### src/rtl/fifo_wr_arbiter.sv
// Round-robin arbiter sharing one fifo1 write port among NREQ valid/ready requesters, bursts of up to BURST words.
// Latency: grant registered one cycle after valid; accept is combinational in GRANT; one IDLE bubble per release.
// Backpressure: wfull stalls the grantee indefinitely; winc and req_ready never assert while wfull=1.
module fifo_wr_arbiter #(
    parameter  int NREQ  = 4,
    parameter  int DSIZE = 8,
    parameter  int BURST = 4,
    localparam int GW    = (NREQ > 1) ? $clog2(NREQ) : 1,
    localparam int CW    = $clog2(BURST + 1)
) (
    input  logic                  wclk,
    input  logic                  wrst,
    input  logic [NREQ-1:0]       req_en,
    input  logic [NREQ-1:0]       req_valid,
    input  logic [NREQ*DSIZE-1:0] req_data,
    output logic [NREQ-1:0]       req_ready,
    input  logic                  wfull,
    output logic                  winc,
    output logic [DSIZE-1:0]      wdata,
    output logic                  gnt_valid,
    output logic [GW-1:0]         gnt_id
);

    typedef enum logic {
        IDLE  = 1'b0,
        GRANT = 1'b1
    } state_t;

    state_t          state_q, state_d;
    logic [GW-1:0]   rr_ptr_q, rr_ptr_d;
    logic [GW-1:0]   gnt_id_q, gnt_id_d;
    logic [CW-1:0]   burst_cnt_q, burst_cnt_d;

    logic [NREQ-1:0] elig;
    logic            pick_vld;
    logic [GW-1:0]   pick_id;
    logic [GW-1:0]   scan_id;
    int              scan_idx;
    logic [GW-1:0]   next_ptr;
    logic            granted;
    logic            cur_valid;
    logic            cur_en;
    logic [DSIZE-1:0] cur_data;
    logic            acc;
    logic            burst_done;
    logic            release_gnt;

    assign elig = req_valid & req_en;

    // First eligible requester at or after rr_ptr, wrapping at NREQ.
    always_comb begin
        pick_vld = 1'b0;
        pick_id  = '0;
        scan_idx = 0;
        scan_id  = '0;
        for (int i = 0; i < NREQ; i++) begin
            scan_idx = int'(rr_ptr_q) + i;
            if (scan_idx >= NREQ) begin
                scan_idx = scan_idx - NREQ;
            end
            scan_id = GW'(scan_idx);
            if (!pick_vld && elig[scan_id]) begin
                pick_vld = 1'b1;
                pick_id  = scan_id;
            end
        end
    end

    assign cur_valid   = req_valid[gnt_id_q];
    assign cur_en      = req_en[gnt_id_q];
    assign cur_data    = req_data[gnt_id_q*DSIZE +: DSIZE];

    assign granted     = (state_q == GRANT) && !wrst;
    assign acc         = granted && cur_valid && cur_en && !wfull;
    assign burst_done  = acc && (burst_cnt_q == CW'(BURST - 1));
    assign release_gnt = burst_done || !cur_valid || !cur_en;
    assign next_ptr    = (gnt_id_q == GW'(NREQ - 1)) ? '0 : gnt_id_q + GW'(1);

    always_comb begin
        state_d     = state_q;
        rr_ptr_d    = rr_ptr_q;
        gnt_id_d    = gnt_id_q;
        burst_cnt_d = burst_cnt_q;
        case (state_q)
            IDLE: begin
                if (pick_vld) begin
                    state_d     = GRANT;
                    gnt_id_d    = pick_id;
                    burst_cnt_d = '0;
                end
            end
            GRANT: begin
                // A stalled grantee (wfull) keeps valid and enable, so it holds here.
                if (release_gnt) begin
                    state_d     = IDLE;
                    rr_ptr_d    = next_ptr;
                    burst_cnt_d = '0;
                end else if (acc) begin
                    burst_cnt_d = burst_cnt_q + CW'(1);
                end
            end
            default: begin
                state_d = IDLE;
            end
        endcase
    end

    always_ff @(posedge wclk) begin
        if (wrst) begin
            state_q     <= IDLE;
            rr_ptr_q    <= '0;
            gnt_id_q    <= '0;
            burst_cnt_q <= '0;
        end else begin
            state_q     <= state_d;
            rr_ptr_q    <= rr_ptr_d;
            gnt_id_q    <= gnt_id_d;
            burst_cnt_q <= burst_cnt_d;
        end
    end

    assign winc      = acc;
    assign req_ready = acc ? (NREQ'(1) << gnt_id_q) : '0;
    assign gnt_valid = granted;
    assign gnt_id    = gnt_id_q;
    assign wdata     = granted ? cur_data : '0;

endmodule

### config.mk
export PLATFORM = sky130hd
export DESIGN_NAME = fifo_wr_arbiter
export DESIGN_NICKNAME = d
export VERILOG_FILES = /design/src/rtl/fifo_wr_arbiter.sv
export SDC_FILE = /design/constraint.sdc
export NUM_CORES = 1
export LEC_CHECK = 0
export ABC_AREA = 1
export CAP_MARGIN = 25
export CORE_MARGIN = 4
export CORE_UTILIZATION = 40
export DETAILED_ROUTE_END_ITERATION = 16
export GPL_TIMING_DRIVEN = 0
export PLACE_DENSITY = 0.82
export SLEW_MARGIN = 25
export SYNTH_ARGS = -nofsm -noshare
export SYNTH_HDL_FRONTEND = slang
export SYNTH_SLANG_ARGS = --single-unit
### constraint.sdc
create_clock -name wclk -period 2.1 [get_ports wclk]
set_input_delay 0.315 -clock wclk [delete_from_list [all_inputs] [get_ports wclk]]
set_output_delay 0.315 -clock wclk [all_outputs]
set_load 0.03 [all_outputs]
==> results.yml <==
status:
  outcome: "complete, no violations"
sta:
  fin_worst_skew_ns: 0.0124
  setup_viol: 0
  rsz0062_at_grt: "yes"
  fmax_mhz: 499
  maxSlewViolCount: 0
  tns_ns: 0
  fin_crit_ns: 2.00
  worstMarginPinSlew_ns: 0.323
  period_share_pct: 95.4
  finalHoldViolations: 0
  slew_headroom_pct: 78.5
setup_path:
  worstPathCellList: "clkdlybuf4s50_1, inv_2, nand2_4, nor2_4, inv_1, nor2_2, inv_2, nor2_2, buf_6"
  r2r-start: "rr_ptr_q[1]$_SDFFE_PP0P_"
  r2r_cells: 11
  crit_type: "input port to primary output"
  crit_fanout: 10
  critPathSlowestCell: "clkdlybuf4s50_1"
  cp.arrival_ns: 1.69
  worst-endpoint-required_ns: 1.78
  cp_slowest_stage_delay_ns: 0.47
  end_kind: "primary output"
  cp.depth: 9
  path_delay_family: "buffers and inverters"
  cp-start-kind: "input port"
  path_buf_inv: 5
  startpoint: "wrst"
die:
  core_sq_mm: 0.00278
  fp.dieW_um: 62.0
  rows: 19
  die_area_sq_mm: 0.00384
  die_h_um: 62.0
  ios: 59
  start_util_pct: 41.9
placement:
  gp_congestion: 0.894
  port_buffers: 58
  dp_cells: 295
  dp_hpwl_um: 2780
clock_tree:
  cts.sinks: 8
  cts_buffers: 3
  clk_path_buf_depth: 2
  tritoncts: "yes"
  cts_max_level: 1
  cts_hold_buffers: 0
  clk_pin_slew_ns: 0.07
  clock-root-buffer: "clkbuf_4"
  clk_latency_ns: 0.28
worst_hold_path:
  hold_path_startpoint: "burst_cnt_q[0]$_SDFFE_PP0P_"
  hold_class: "flip-flop to flip-flop"
  min_path_cells: 2
pwr:
  p_leak_nw: 0.909
  peakVddDrop_mv: 1.06
  power.density_mw_per_mm2: 1150
  total_power_mw: 2.10
drt:
  ant_nets: 0
  viasPerCell: 5.05
  wirelength_um: 3700
  vias: 1511
  drtPass1Iterations: 4
  drt_iter0_drc: 52
  wire_per_inst_um: 12.4
  drc: 0
synth:
  ys_seq_area_share_pct: 13.7
  synthesis.area_sq_mm: 0.00116
  synthSimpleGateAreaFrac_pct: 52.1
  synthAdderAreaFrac_pct: 6.44
  synthCells: 206
  synth.avg_cell_area_sq_um: 5.65
  ys_warn_count: 0
  synthMuxAreaShare_pct: 0
  synth_nets: 255
  synth_xor_area_share_pct: 0
  synth_cell_types: 27
  synth_top_family_by_area: "simple AND/OR/NAND/NOR gates"
  ys_seq_elements: 8
  synth_compound_area_share_pct: 18.3
finish:
  final_cell_mix: "nor2_1, clkdlybuf4s50_1, nand2_1, nand3_1, o21ai_0"
  final_nets: 319
  num_antenna_cells: 0
  post-route-util_pct: 65.7
  instances_no_fill: 299
  layout-drive-gt1-share_pct: 22.8
  syn_to_final_growth_pct: 56.9
  mostFrequentLayoutCell: "nor2_1"
flow_run:
  drv_cap: 0
grt:
  antenna_found_initial: 0
  grt_pass1_wl_um: 5980
  grt_max_degree: 12
  grt_pass1_vias: 1380
  grtUsageTotal_pct: 20.5
  gr-total-overflow: 0
## final cells by class
class / count / area, sq um
plain buffers: 7 / 51.3
clock buffers: 3 / 22.5
fillers: 275 / 953
inverters: 18 / 67.6
multi-input cells: 173 / 922
flip-flops and latches: 8 / 161
well taps: 31 / 38.8
repair buffers: 59 / 564
## metal layers
| metal | routed length, um | GRT usage, % | up-vias |
|---|---|---|---|
| met5 | 0 | 0 | - |
| met1 | 1540 | 25.0 | 649 |
| met3 | 348 | 6.20 | 6 |
| met2 | 1770 | 35.4 | 62 |
| met4 | 32 | 4.24 | 0 |
| li1 | - | - | 794 |
## cell usage after synthesis (all sizes together)
cell    instances  area share [%]
a21oi          14             6.3
a31oi           1            0.54
buf             6             3.3
clkbuf          1            0.32
dfxtp           8              14
ha              6             6.4
inv            18             5.8
nand2          50              20
nand3          24              13
nand4           2             1.1
nor2           52              18
o211ai          1            0.64
o21ai          22              11
or2             1            0.54
## tightest hold or removal path: cells and delay by family, from the launching register on
kind,cells,cell delay [ns]
DFF,1,0.37
and+or+nand+nor,1,0.09
AOI/OAI and AO/OA,1,0.05
## what timing repair did
item	4_1_cts	5_1_grt
setup endpoints to repair	14	13
endpoints found under the hold margin	0	0
buffers inserted	1	0
gates resized for setup	57	33
gates cloned	0	0
## power breakdown
| group | switching [mW] | leakage [nW] | internal [mW] |
|---|---|---|---|
| clock | 0.0663 | 0.0138 | 0.0662 |
| sequential | 0.0640 | 0.0661 | 0.220 |
| combinational | 1.07 | 0.829 | 0.621 |
## registers in the layout (all words and copies together) (netlist names)
signal and cells:
rr_ptr_q 2, state_q 1, gnt_id 2, burst_cnt_q 3
## cells by family (layout without fill, tap and decap cells)
family / count (synthesis) / count (layout)
compound gates: 38 / 38
fa+ha+maj: 6 / 6
buf+inv: 25 / 87
flops: 8 / 8
simple gates: 129 / 129
## final timing paths
| path | endpoint | slack (ns) |
|---|---|---|
| max | req_ready[3] | 0.1 |
| min | burst_cnt_q[0]$_SDFFE_PP0P_ | 0.54 |
| max reg2reg | gnt_id[0]$_SDFFE_PP0P_ | 0.54 |
| min reg2reg | burst_cnt_q[0]$_SDFFE_PP0P_ | 0.54 |
## through the flow
stage               setup WS, ns  hold slack [ns]  area [sq um]
floorplan                -0.0354            0.377          1180
global placement          -0.541            0.519          1800
CTS                     0.000310            0.538          1830
detailed placement        -0.567            0.520          1800
finish                    0.0976            0.539          1830
global route            -0.00252            0.615          1830
Note: power is estimated with default switching activity, not from simulation.
